File: src/rtl/arb_pkg.sv
// Shared definitions for the two-input round-robin arbiter and its mux.
//   SEL_A / SEL_B   : select encoding shared with mux_2x1 (0 = A, 1 = B)
//   grant_t         : which source owns the current grant
//   DATA_W_DEFAULT  : default channel data width
package arb_pkg;

  localparam logic SEL_A = 1'b0;
  localparam logic SEL_B = 1'b1;

  typedef enum logic {
    GRANT_A = 1'b0,
    GRANT_B = 1'b1
  } grant_t;

  localparam int DATA_W_DEFAULT = 8;

endpackage

File: src/rtl/mux_2x1.sv
// Two-input combinational word multiplexer.
//   a, b : candidate words
//   sel  : SEL_A picks a, SEL_B picks b
//   y    : selected word
module mux_2x1
  import arb_pkg::*;
#(
  parameter int WIDTH = DATA_W_DEFAULT
) (
  input  logic [WIDTH-1:0] a,
  input  logic [WIDTH-1:0] b,
  input  logic             sel,
  output logic [WIDTH-1:0] y
);

  assign y = (sel == SEL_B) ? b : a;

endmodule

File: src/rtl/arb_rr_2x1.sv
// Two-input round-robin arbiter with a registered valid/ready output stage.
// Picks at most one source per cycle, steers its word through mux_2x1 and
// registers it into y_data together with the source index on sel.
//   clk, rst_n          : clock, asynchronous active-low reset
//   a_data/a_valid/a_ready : source A channel
//   b_data/b_valid/b_ready : source B channel
//   y_data/y_valid/y_ready : registered output channel
//   sel                 : source of the word held in y_data (0 = A, 1 = B)
// BURST_MAX bounds consecutive contested grants to one source (1..15).
module arb_rr_2x1
  import arb_pkg::*;
#(
  parameter int WIDTH     = DATA_W_DEFAULT,
  parameter int BURST_MAX = 1
) (
  input  logic             clk,
  input  logic             rst_n,
  input  logic [WIDTH-1:0] a_data,
  input  logic             a_valid,
  output logic             a_ready,
  input  logic [WIDTH-1:0] b_data,
  input  logic             b_valid,
  output logic             b_ready,
  output logic [WIDTH-1:0] y_data,
  output logic             y_valid,
  input  logic             y_ready,
  output logic             sel
);

  localparam logic [3:0] BURST_MAX_C = 4'(BURST_MAX);

  grant_t           last_grant;
  logic [3:0]       burst_cnt;
  logic             load_en;
  logic             grant_vld;
  grant_t           grant;
  logic             other_valid;
  logic [WIDTH-1:0] mux_y;

  function automatic logic [3:0] burst_sat_inc(input logic [3:0] cnt);
    if (cnt >= BURST_MAX_C) return BURST_MAX_C;
    else return cnt + 4'd1;
  endfunction

  // ---- grant stage (combinational) ----
  assign load_en = !y_valid || y_ready;

  always_comb begin
    grant_vld = 1'b0;
    grant     = GRANT_A;
    if (load_en) begin
      if (a_valid && b_valid) begin
        grant_vld = 1'b1;
        // burst_cnt == 0 only right after reset: no streak exists yet, so
        // rotate away from the reset value of last_grant (A wins first).
        if ((burst_cnt != 4'd0) && (burst_cnt < BURST_MAX_C))
          grant = last_grant;
        else
          grant = (last_grant == GRANT_A) ? GRANT_B : GRANT_A;
      end else if (a_valid) begin
        grant_vld = 1'b1;
        grant     = GRANT_A;
      end else if (b_valid) begin
        grant_vld = 1'b1;
        grant     = GRANT_B;
      end
    end
  end

  // Readies are gated by rst_n: during reset y_valid is 0, so load_en alone
  // would otherwise advertise acceptance.
  assign a_ready = rst_n && grant_vld && (grant == GRANT_A);
  assign b_ready = rst_n && grant_vld && (grant == GRANT_B);

  assign other_valid = (grant == GRANT_A) ? b_valid : a_valid;

  mux_2x1 #(
    .WIDTH(WIDTH)
  ) u_mux (
    .a  (a_data),
    .b  (b_data),
    .sel(grant),
    .y  (mux_y)
  );

  // ---- output register stage ----
  always_ff @(posedge clk or negedge rst_n) begin
    if (!rst_n) begin
      y_valid    <= 1'b0;
      y_data     <= '0;
      sel        <= SEL_A;
      last_grant <= GRANT_B;
      burst_cnt  <= 4'd0;
    end else begin
      if (grant_vld) begin
        y_data     <= mux_y;
        sel        <= grant;
        y_valid    <= 1'b1;
        last_grant <= grant;
        if ((grant == last_grant) && other_valid)
          burst_cnt <= burst_sat_inc(burst_cnt);
        else
          burst_cnt <= 4'd1;
      end else if (y_ready) begin
        y_valid <= 1'b0;
      end
    end
  end

endmodule

File: config.mk
export PLATFORM = sky130hd
export DESIGN_NAME = arb_rr_2x1
export DESIGN_NICKNAME = d
export VERILOG_FILES = /design/src/rtl/arb_pkg.sv /design/src/rtl/mux_2x1.sv /design/src/rtl/arb_rr_2x1.sv
export SDC_FILE = /design/constraint.sdc
export NUM_CORES = 1
export LEC_CHECK = 0
export ABC_AREA = 1
export BUFFER_PORTS_ARGS = -buffer_cell sky130_fd_sc_hd__buf_2
export CAP_MARGIN = 15
export CORE_UTILIZATION = 42
export CTS_CLUSTER_DIAMETER = 50
export DETAILED_ROUTE_END_ITERATION = 12
export PLACE_DENSITY = 0.75
export SLEW_MARGIN = 25
export SYNTH_ARGS = -nofsm -noshare
export SYNTH_HDL_FRONTEND = slang
export SYNTH_SLANG_ARGS = --single-unit
File: constraint.sdc
create_clock -name clk -period 1.3 [get_ports clk]
set_clock_uncertainty 0.1 [all_clocks]
set_input_delay 0.13 -clock clk [delete_from_list [all_inputs] [get_ports clk]]
set_output_delay 0.13 -clock clk [all_outputs]
set_load 0.05 [all_outputs]
* Word level (Yosys, flattened, before mapping)
Cells that the tools add are included.
** Operators by class
- Reduce and logical (&&, ||, !) cells :: 10
- Equal/unequal tests :: 1
- Muxes and demuxes :: 15
- Add/subtract/negate cells :: 1
- Bitwise gates (word level) :: 1
- Order comparisons :: 2
** Operator list (count)
- 1-bit 2-to-1 mux :: 12
- 4-bit 2-to-1 mux :: 2
- 8-bit 2-to-1 mux :: 1
- 1-bit logical AND :: 6
- 4-bit by 1-bit adder with 4-bit output (second input constant) :: 1
- 4-bit by 1-bit >= comparator with 1-bit output (second input constant) :: 1
- 4-bit by 1-bit < comparator with 1-bit output (second input constant) :: 1
- 4-bit nonzero test :: 1
- 2-bit nonzero test :: 1
- 1-bit == test :: 1
- 1-bit logical NOT :: 1
- 1-bit logical OR :: 1
- 1-bit NOT :: 1
** Word-level totals
- Bits in registers :: 15
- Word-level logic and storage cells :: 35

* Logic depth before layout (Yosys ltp)
Gate-level depths: netlist (run 1).
- Depth after elaboration :: 8
- Gate-level depth with buffers :: 7

* Cells and area by module
A second synthesis (run 1) with hierarchy kept.
** Second synthesis, totals
- Cell total of the unflattened synthesis :: 117
- Area total of the unflattened synthesis :: 847.1 sq um
** Modules (own cells, without submodules)
- arb_rr_2x1 :: area each 742.0 sq um, cells an instance 91, instances 1
- mux_2x1 :: area each 105.1 sq um, cells an instance 26, instances 1

* Least setup slack after synthesis (run 1)
Ideal clock, no wire load.
- Kind :: flip-flop to output port
- Start point :: reg y_valid
- End point :: out a_ready
- Slack :: -0.624 ns
- Stages on the path, launching flop included :: 4
- Arrival :: 1.694 ns
- Cells stage by stage :: dfrtp_1 > a21oi_2 > nand2_1 > a21oi_1
** On the way
- Longest elaborated chain between the ends :: 5
- Elaborated cells on any way between the ends :: 7
- Those cells by class :: 2 x mux; 1 x bitwise; 4 x reduce/logical
** RTL lines
- start, declared :: RTL line arb_rr_2x1.sv:25 : output logic y_valid,
- start signal, assigned :: RTL line arb_rr_2x1.sv:89 : y_valid <= 1'b0;
- start signal, assigned :: RTL line arb_rr_2x1.sv:98 : y_valid <= 1'b1;
- start signal, assigned :: RTL line arb_rr_2x1.sv:105 : y_valid <= 1'b0;
- 1-bit logical NOT (*) :: RTL line arb_rr_2x1.sv:46 : assign load_en = !y_valid || y_ready;
- 1-bit logical OR (*) :: RTL line arb_rr_2x1.sv:46
- 1-bit 2-to-1 mux :: RTL line arb_rr_2x1.sv:51 : if (load_en) begin
- 1-bit logical AND or 1-bit NOT (tied branches)
- 1-bit logical AND (*) :: RTL line arb_rr_2x1.sv:72 : assign a_ready = rst_n && grant_vld && (grant == GRANT_A);
- end, declared :: RTL line arb_rr_2x1.sv:20 : output logic a_ready,
Every way passes the cells marked *; elsewhere a longest branch is shown, timed or not.

* Final worst setup path (run 1)
- Start point :: reg last_grant
- End point :: out a_ready
** On the way
- Longest elaborated chain between the ends :: 6
** RTL lines
- start, declared :: RTL line arb_rr_2x1.sv:32 : grant_t last_grant;
- start signal, assigned :: RTL line arb_rr_2x1.sv:99 : last_grant <= grant;
- 1-bit 2-to-1 mux :: RTL line arb_rr_2x1.sv:59 : grant = (last_grant == GRANT_A) ? GRANT_B : GRANT_A;
- 1-bit 2-to-1 mux (*) :: RTL line arb_rr_2x1.sv:56 : if ((burst_cnt != 4'd0) && (burst_cnt < BURST_MAX_C))
- 1-bit 2-to-1 mux (*) :: RTL line arb_rr_2x1.sv:52 : if (a_valid && b_valid) begin
- 1-bit 2-to-1 mux (*) :: RTL line arb_rr_2x1.sv:51
- 1-bit NOT (*)
- 1-bit logical AND (*) :: RTL line arb_rr_2x1.sv:72
Marks and branches as above.

==> results of run 1 <==
==> power groups by stage <==
stage	combinational (mW)	sequential [mW]	clock, mW
floorplan	0.143	0.588	0
global placement	0.419	0.429	0
detailed placement	0.426	0.430	0
CTS	0.439	0.424	0.246
global route	0.488	0.429	0.258
finish	0.450	0.424	0.241
==> layout make-up <==
type	instances	area share
flip-flops and latches	11	0.293
clock buffers	4	0.0277
repair inverters	1	0.00792
inverters	18	0.0752
multi-input cells	53	0.309
well taps	15	0.0198
repair buffers	42	0.268
==> synth_stat cells <==
master and count:
nand2_4 1, nor2_1 2, inv_1 17, nand2_1 30, nand4_1 8, inv_2 1
a21oi_2 1, dfstp_2 1, buf_6 2, nand3_1 8, a21oi_1 1, nand3_2 1
nand2_2 1, dfrtp_1 10, buf_4 2
==> metrics by stage <==
step	hold WS, ns	std cells	power [mW]	instance area [um2]	setup slack (ns)
2_1_floorplan	-0.266	86	0.732	663	-0.0999
3_3_place_gp	0.00327	137	0.848	865	0.0198
3_5_place_dp	0.00494	137	0.856	865	0.000441
4_1_cts	0.0145	142	1.11	925	-0.192
5_1_grt	0.0411	144	1.18	948	-0.238
6_report	0.0201	144	1.11	948	-0.186
==> cells in the final DEF, fill, tap and decap left out <==
master | synthesis | final
nand3_4 | 0 | 1
dfrtp_2 | 0 | 1
dlygate4sd3_1 | 0 | 1
clkbuf_4 | 0 | 3
nand2_2 | 1 | 1
nor2_1 | 2 | 1
clkbuf_1 | 0 | 1
nand2_1 | 30 | 29
nand4_1 | 8 | 8
inv_2 | 1 | 1
dfstp_2 | 1 | 1
buf_8 | 0 | 1
buf_6 | 2 | 1
nand3_1 | 8 | 8
nand2_4 | 1 | 2
nor2_4 | 0 | 1
a21oi_4 | 0 | 2
inv_1 | 17 | 16
clkinvlp_4 | 0 | 2
buf_4 | 2 | 9
buf_2 | 0 | 30
dfrtp_1 | 10 | 9
==> worst max-delay path, stage by stage, from the launching register on <==
cell and delay, ns:
dfstp_2 0.55, nand2_2 0.11, a21oi_4 0.16, buf_6 0.16
==> registers in the layout, indices dropped and copies added, names as in the netlist <==
register	count
last_grant	1
sel	1
y_data	8
y_valid	1
==> cell families after synthesis <==
family / synth area share
and+or+nand+nor: 0.376
buffers and inverters: 0.166
DFF: 0.437
AOI/OAI and AO/OA: 0.0217
==> how the worst max path moves through the flow <==
stage | startpoint | to | slack [ns] | cells after the start
floorplan | y_valid | a_ready | -0.1 | 3
global placement | last_grant | y_data[1] | 0.02 | 6
detailed placement | last_grant | y_data[1] | 0.0004 | 6
CTS | y_valid | a_ready | -0.19 | 4
global route | y_valid | a_ready | -0.24 | 4
finish | last_grant | a_ready | -0.19 | 3
==> what timing repair did <==
action / CTS / global route
gates resized for setup: 6 / 3
endpoints found under the setup margin: 9 / 12
hold endpoints to repair: 11 / 0
gates cloned: 0 / 1
hold buffers: 1 / 0
setup buffers: 0 / 1
pin swaps: 4 / 2
==> layer usage <==
layer  routed length [um]  track usage  up-vias
li1                     -            -      352
met1                  703        0.270      334
met2                  847        0.395       24
met3                   94       0.0761        2
met4                   15        0.133        0
met5                    0            0        -
==> qor.yml, run 1 <==
cts_tree: "built"
endpoint_kind: "primary output"
ys_ff_latch: 11
drive_gt1_frac: 0.434
wire_per_inst_um: 11.5
power_frac_seq: 0.380
grt_start_max_net_pins: 12
hp-class: "in2reg"
htree_levels: 1
hold_violations: 0
antenna_cells: 0
coreArea_um2: 1350
synthesis.area_um2: 633
cap_violations: 0
fin_util: 0.703
grt_use_total: 0.240
pwr-share-clk: 0.216
synth_area_leader_cell: "dfrtp_1"
io_pins: 33
period_share: 1.14
hp-start: "b_valid"
max_slew_margin: 0.818
violations: "setup timing"
synthDistinctLibCells: 15
die_area_um2: 1670
rr_startpoint: "last_grant"
grt_pass1_vias: 612
critPathLaunchType: "flop"
gp_congestion: 0.735
setup_slack_ns: -0.186
period_minus_slack_ns: 1.49
synth-seq-area-share: 0.437
ant_nets: 0
num_rows: 13
syn_to_final_growth_pct: 49.8
drt_wl_total_um: 1660
cp.arrival_ns: 1.26
seq_area_um2: 278
r2r_end: "y_data[4]"
drt-initial-drc-count: 20
die_h_um: 40.8
p_sw_mw: 0.465
cts_buffers: 3
clkSlewWorstSetupHoldPaths_ns: 0.08
finalSetupViolCount: 12
cts.root.buffer_cell: "clkbuf_4"
netSwitchingFraction: 0.417
fmax_mhz: 673
internal_power_mw: 0.649
critPathKind: "reg2out"
tightest_slew_ns: 0.273
numClockSinks: 11
peakVddDrop_mv: 0.576
synth_top_area_frac: 0.395
outcome: "finished, violations left"
r2r_cells: 7
fin_setup_tns_ns: -1.06
clk_latency_ns: 0.27
overflow: 0
critical_path_required_ns: 1.07
syn_nets: 107
hold_path_end: "y_valid"
syn_inst: 86
firstDrtPassIters: 4
final.fill_count: 125
slew_violations: 0
vias_per_cell: 4.94
dieWidth_um: 40.8
synth_area_leaders: "dfrtp_1, nand2_1, inv_1"
ys_warn_count: 0
hpwl_um: 1200
grt_pass1_wl_um: 2550
reg2reg_slack_ns: -0.10
start_util: 0.469
multi_input_area_um2: 293
power_density_nw_per_um2: 1180
portBuffers: 32
rsz0062_at_grt: "true"
whs_path_depth: 3
cp_max_fo: 4
leakage_nw: 0.556
vias: 712
combinationalPowerShare: 0.403
nets: 151
grt_antenna_before_repair: 0
clock_path_buffers: 2
drc_errors: 0
syn_avg_cell_area_um2: 7.36
No activity file was read; power rests on OpenSTA's default activity.
==> inputs of run 2 (changes only) <==
Settings changed: CORE_ASPECT_RATIO set to 0.8, CORE_UTILIZATION 42 to 47, GPL_TIMING_DRIVEN set to 0, PLACE_DENSITY 0.75 to 0.77, SETUP_SLACK_MARGIN set to 0.2, SYNTH_HIERARCHICAL set to 1.
==> run 2 against run 1 <==
Compared with the run above: the run still ends with setup timing left; worst setup slack lost 0.45 ns; worst hold slack got worse by 0.015 ns; design area increased by 53%; synthesized area rose by 34%; power is 31% higher; sequential share of layout area fell by 3.3 points; synthesized cell count grew 36%; clock power rose by 17%; global-route usage increased by 2.7 points; register-to-register slack worse by 0.48 ns; first-iteration DRC count up 55%; fmax fell by 23%; largest power group unchanged.
==> qor.yml, run 2 <==
layout_commonest_cell: "nand2_1"  # was buf_2
syn_to_final_growth_pct: 71.8  # was 49.8%
largest_reg_flops: 8  # unchanged
fin_util: 0.877  # was 0.703
hp-class: "in2reg"  # unchanged
syn_avg_cell_area_um2: 7.24  # was 7.36 um2
violations: "setup timing"  # unchanged
numClockSinks: 15  # was 11
grt_antenna_before_repair: 0  # unchanged
peakVddDrop_mv: 0.733  # was 0.576 mV
gp_congestion: 0.844  # was 0.735
synthDistinctLibCells: 17  # was 15
syn_inst: 117  # was 86
vias_per_cell: 5.26  # was 4.94
power_density_nw_per_um2: 1010  # was 1180 nW/um2
clk_latency_ns: 0.30  # was 0.27 ns
fin_setup_tns_ns: -7.76  # was -1.06 ns
antenna_cells: 0  # unchanged
grt_use_total: 0.267  # was 0.240
wire_per_inst_um: 15.5  # was 11.5 um
firstDrtPassIters: 4  # unchanged
hold_slack_ns: 0.00549  # was 0.0201 ns
cts_buffers: 3  # unchanged
stdcell_area_um2: 1460  # was 948 um2
portBuffers: 32  # unchanged
grt_pass1_wl_um: 3620  # was 2550 um
nets: 197  # was 151
rsz0062_at_grt: "true"  # unchanged
slew_violations: 0  # unchanged
die_area_um2: 1980  # was 1670 um2
endpoint_kind: "primary output"  # unchanged
max_slew_margin: 0.526  # was 0.818
reg2reg_slack_ns: -0.58  # was -0.10 ns
regMostFlops: "y_data"  # unchanged
period_minus_slack_ns: 1.93  # was 1.49 ns
cpPeakStageDelay_ns: 0.39  # was 0.55 ns
path_cells: "inv_2 > ha_4 > nand3_2 > nand2_1 > nand3_1 > nand2_2 > inv_2 > nor3_4 > buf_6"  # was nand2_2 > a21oi_4 > buf_6
reg_top3: "y_data x8, burst_cnt x4"
hold_violations: 0  # unchanged
hp-start: "b_valid"  # unchanged
critPathLaunchType: "flop"  # unchanged
drt_wl_total_um: 3000  # was 1660 um
grt_pass1_vias: 805  # was 612
whs_path_depth: 3  # unchanged
synth_area_leaders: "dfrtp_1, nand2_1, ha_1"  # was dfrtp_1, nand2_1, inv_1
leakage_nw: 0.791  # was 0.556 nW
cap_violations: 0  # unchanged
multi_input_area_um2: 517  # was 293 um2
r2r_end: "burst_cnt[0]"  # was y_data[4]
netlist_top_cells_count: "nand2_1, dfrtp_1, inv_1, nor2_1, nand3_1"  # was nand2_1, inv_1, dfrtp_1, nand3_1, nand4_1
seq_area_um2: 378  # was 278 um2
vias: 1015  # was 712
hold_path_end: "burst_cnt[2]"  # was y_valid
io_pins: 33  # unchanged
cts_tree: "built"  # unchanged
final.fill_count: 90  # was 125
coreArea_um2: 1660  # was 1350 um2
yosysMostFrequentCell: "nand2_1"  # unchanged
outcome: "finished, violations left"  # unchanged
drive_gt1_frac: 0.509  # was 0.434
clock_path_buffers: 2  # unchanged
rr_startpoint: "burst_cnt[1]"  # was last_grant
die_h_um: 40.0  # was 40.8 um
dieWidth_um: 49.5  # was 40.8 um
drc_errors: 0  # unchanged
r2r_cells: 14  # was 7
grt_start_max_net_pins: 17  # was 12
cp_common_cell: "inv_2"
clkSlewWorstSetupHoldPaths_ns: 0.10  # was 0.08 ns
start_util: 0.511  # was 0.469
num_rows: 13  # unchanged
synth_top_area_frac: 0.414  # was 0.395
synth_ff_type: "dfrtp_1"  # unchanged
htree_levels: 1  # unchanged
cp_max_fo: 3  # was 4
critPathKind: "reg2out"  # unchanged
tightest_slew_ns: 0.709  # was 0.273 ns
ys_ff_latch: 15  # was 11
async_flop_share: 1.00  # unchanged
finalSetupViolCount: 15  # was 12
fmax_mhz: 517  # was 673 MHz
syn_nets: 142  # was 107
dpl-instance-area_um2: 1110  # was 865 um2
hpwl_um: 1400  # was 1200 um
synth-edff-count: 0  # unchanged
synth-seq-area-share: 0.445  # was 0.437
drt-initial-drc-count: 31  # was 20
period_share: 1.49  # was 1.14
final_cell_mix: "nand2_1, buf_2, buf_6"  # was buf_2, nand2_1, inv_1
cts.root.buffer_cell: "clkbuf_4"  # unchanged
critical_path_required_ns: 1.07  # about the same
synthesis.area_um2: 847  # was 633 um2
overflow: 0  # unchanged
synth_area_leader_cell: "dfrtp_1"  # unchanged
setup_slack_ns: -0.634  # was -0.186 ns
ys_warn_count: 6  # was 0
cp.arrival_ns: 1.70  # was 1.26 ns
ant_nets: 0  # unchanged
cp_slowest_cell: "dfrtp_1"  # was dfstp_2
-- run 2: cell count changes after synthesis, moves of 3 or more --
cell     previous run  this run
nand2_1            30        56
nand4_1             8         2
inv_1              17        13
dfrtp_1            10        14
ha_1                0         4
nand3_1             8         5
nor2_1              2         8
-- run 2: worst max-delay path by stage --
stage                   end  slack, ns         start
CTS                 a_ready      -0.55  burst_cnt[0]
global route        a_ready      -0.72  burst_cnt[1]
floorplan           a_ready      -0.39  burst_cnt[0]
detailed placement  a_ready      -0.46  burst_cnt[0]
global placement    a_ready      -0.43  burst_cnt[0]
finish              a_ready      -0.63  burst_cnt[1]
-- run 2: critical path: cells and delay by family (launching register included) --
kind,cells,cell delay (ns)
simple gates,5,0.51
flops,1,0.39
buf+inv,3,0.36
fa+ha+maj,1,0.16
-- run 2: logic make-up (layout without fill, tap and decap cells) --
kind of cell,count (synthesis),in the layout,synth area share
DFF,15,15,0.445
AOI/OAI and AO/OA,3,3,0.0177
buffers and inverters,17,71,0.0871
adders and majority gates,4,4,0.0591
and+or+nand+nor,78,78,0.391
-- run 2: layer usage --
layer | vias up | track usage | part of all wire
met1 | 482 | 0.294 | 0.38
met5 | - | 0 | 0
met2 | 51 | 0.503 | 0.53
met4 | 0 | 0.0857 | 0.040
li1 | 466 | - | -
met3 | 16 | 0.0947 | 0.059
-- run 2: cell type report --
class,instances,share of cell area
buffer,3,0.0258
clock buffer,4,0.0181
inverter,14,0.0430
multi-input combinational,85,0.355
sequential,15,0.260
tap,22,0.0189
timing repair buffer,50,0.279
-- run 2: metrics by stage --
| stage | setup slack, ns | instances | power, mW |
|---|---|---|---|
| after floorplan | -0.390 | 117 | 0.864 |
| after global placement | -0.428 | 171 | 0.974 |
| after detailed placement | -0.458 | 171 | 0.985 |
| after CTS | -0.548 | 185 | 1.38 |
| after global routing | -0.720 | 193 | 1.52 |
| final | -0.634 | 193 | 1.46 |
-- run 2: power by group --
| part | internal [mW] | total, mW | switching [mW] |
|---|---|---|---|
| Clock | 0.120 | 0.282 | 0.162 |
| Sequential | 0.519 | 0.557 | 0.0377 |
| Combinational | 0.247 | 0.625 | 0.377 |
-- run 2: repair_timing --
item,CTS,global route
buffers inserted,8,7
resized for setup,30,21
gates cloned,1,0
pin swaps,5,10
endpoints found under the hold margin,16,15
setup endpoints to repair,25,25
hold buffers,1,1
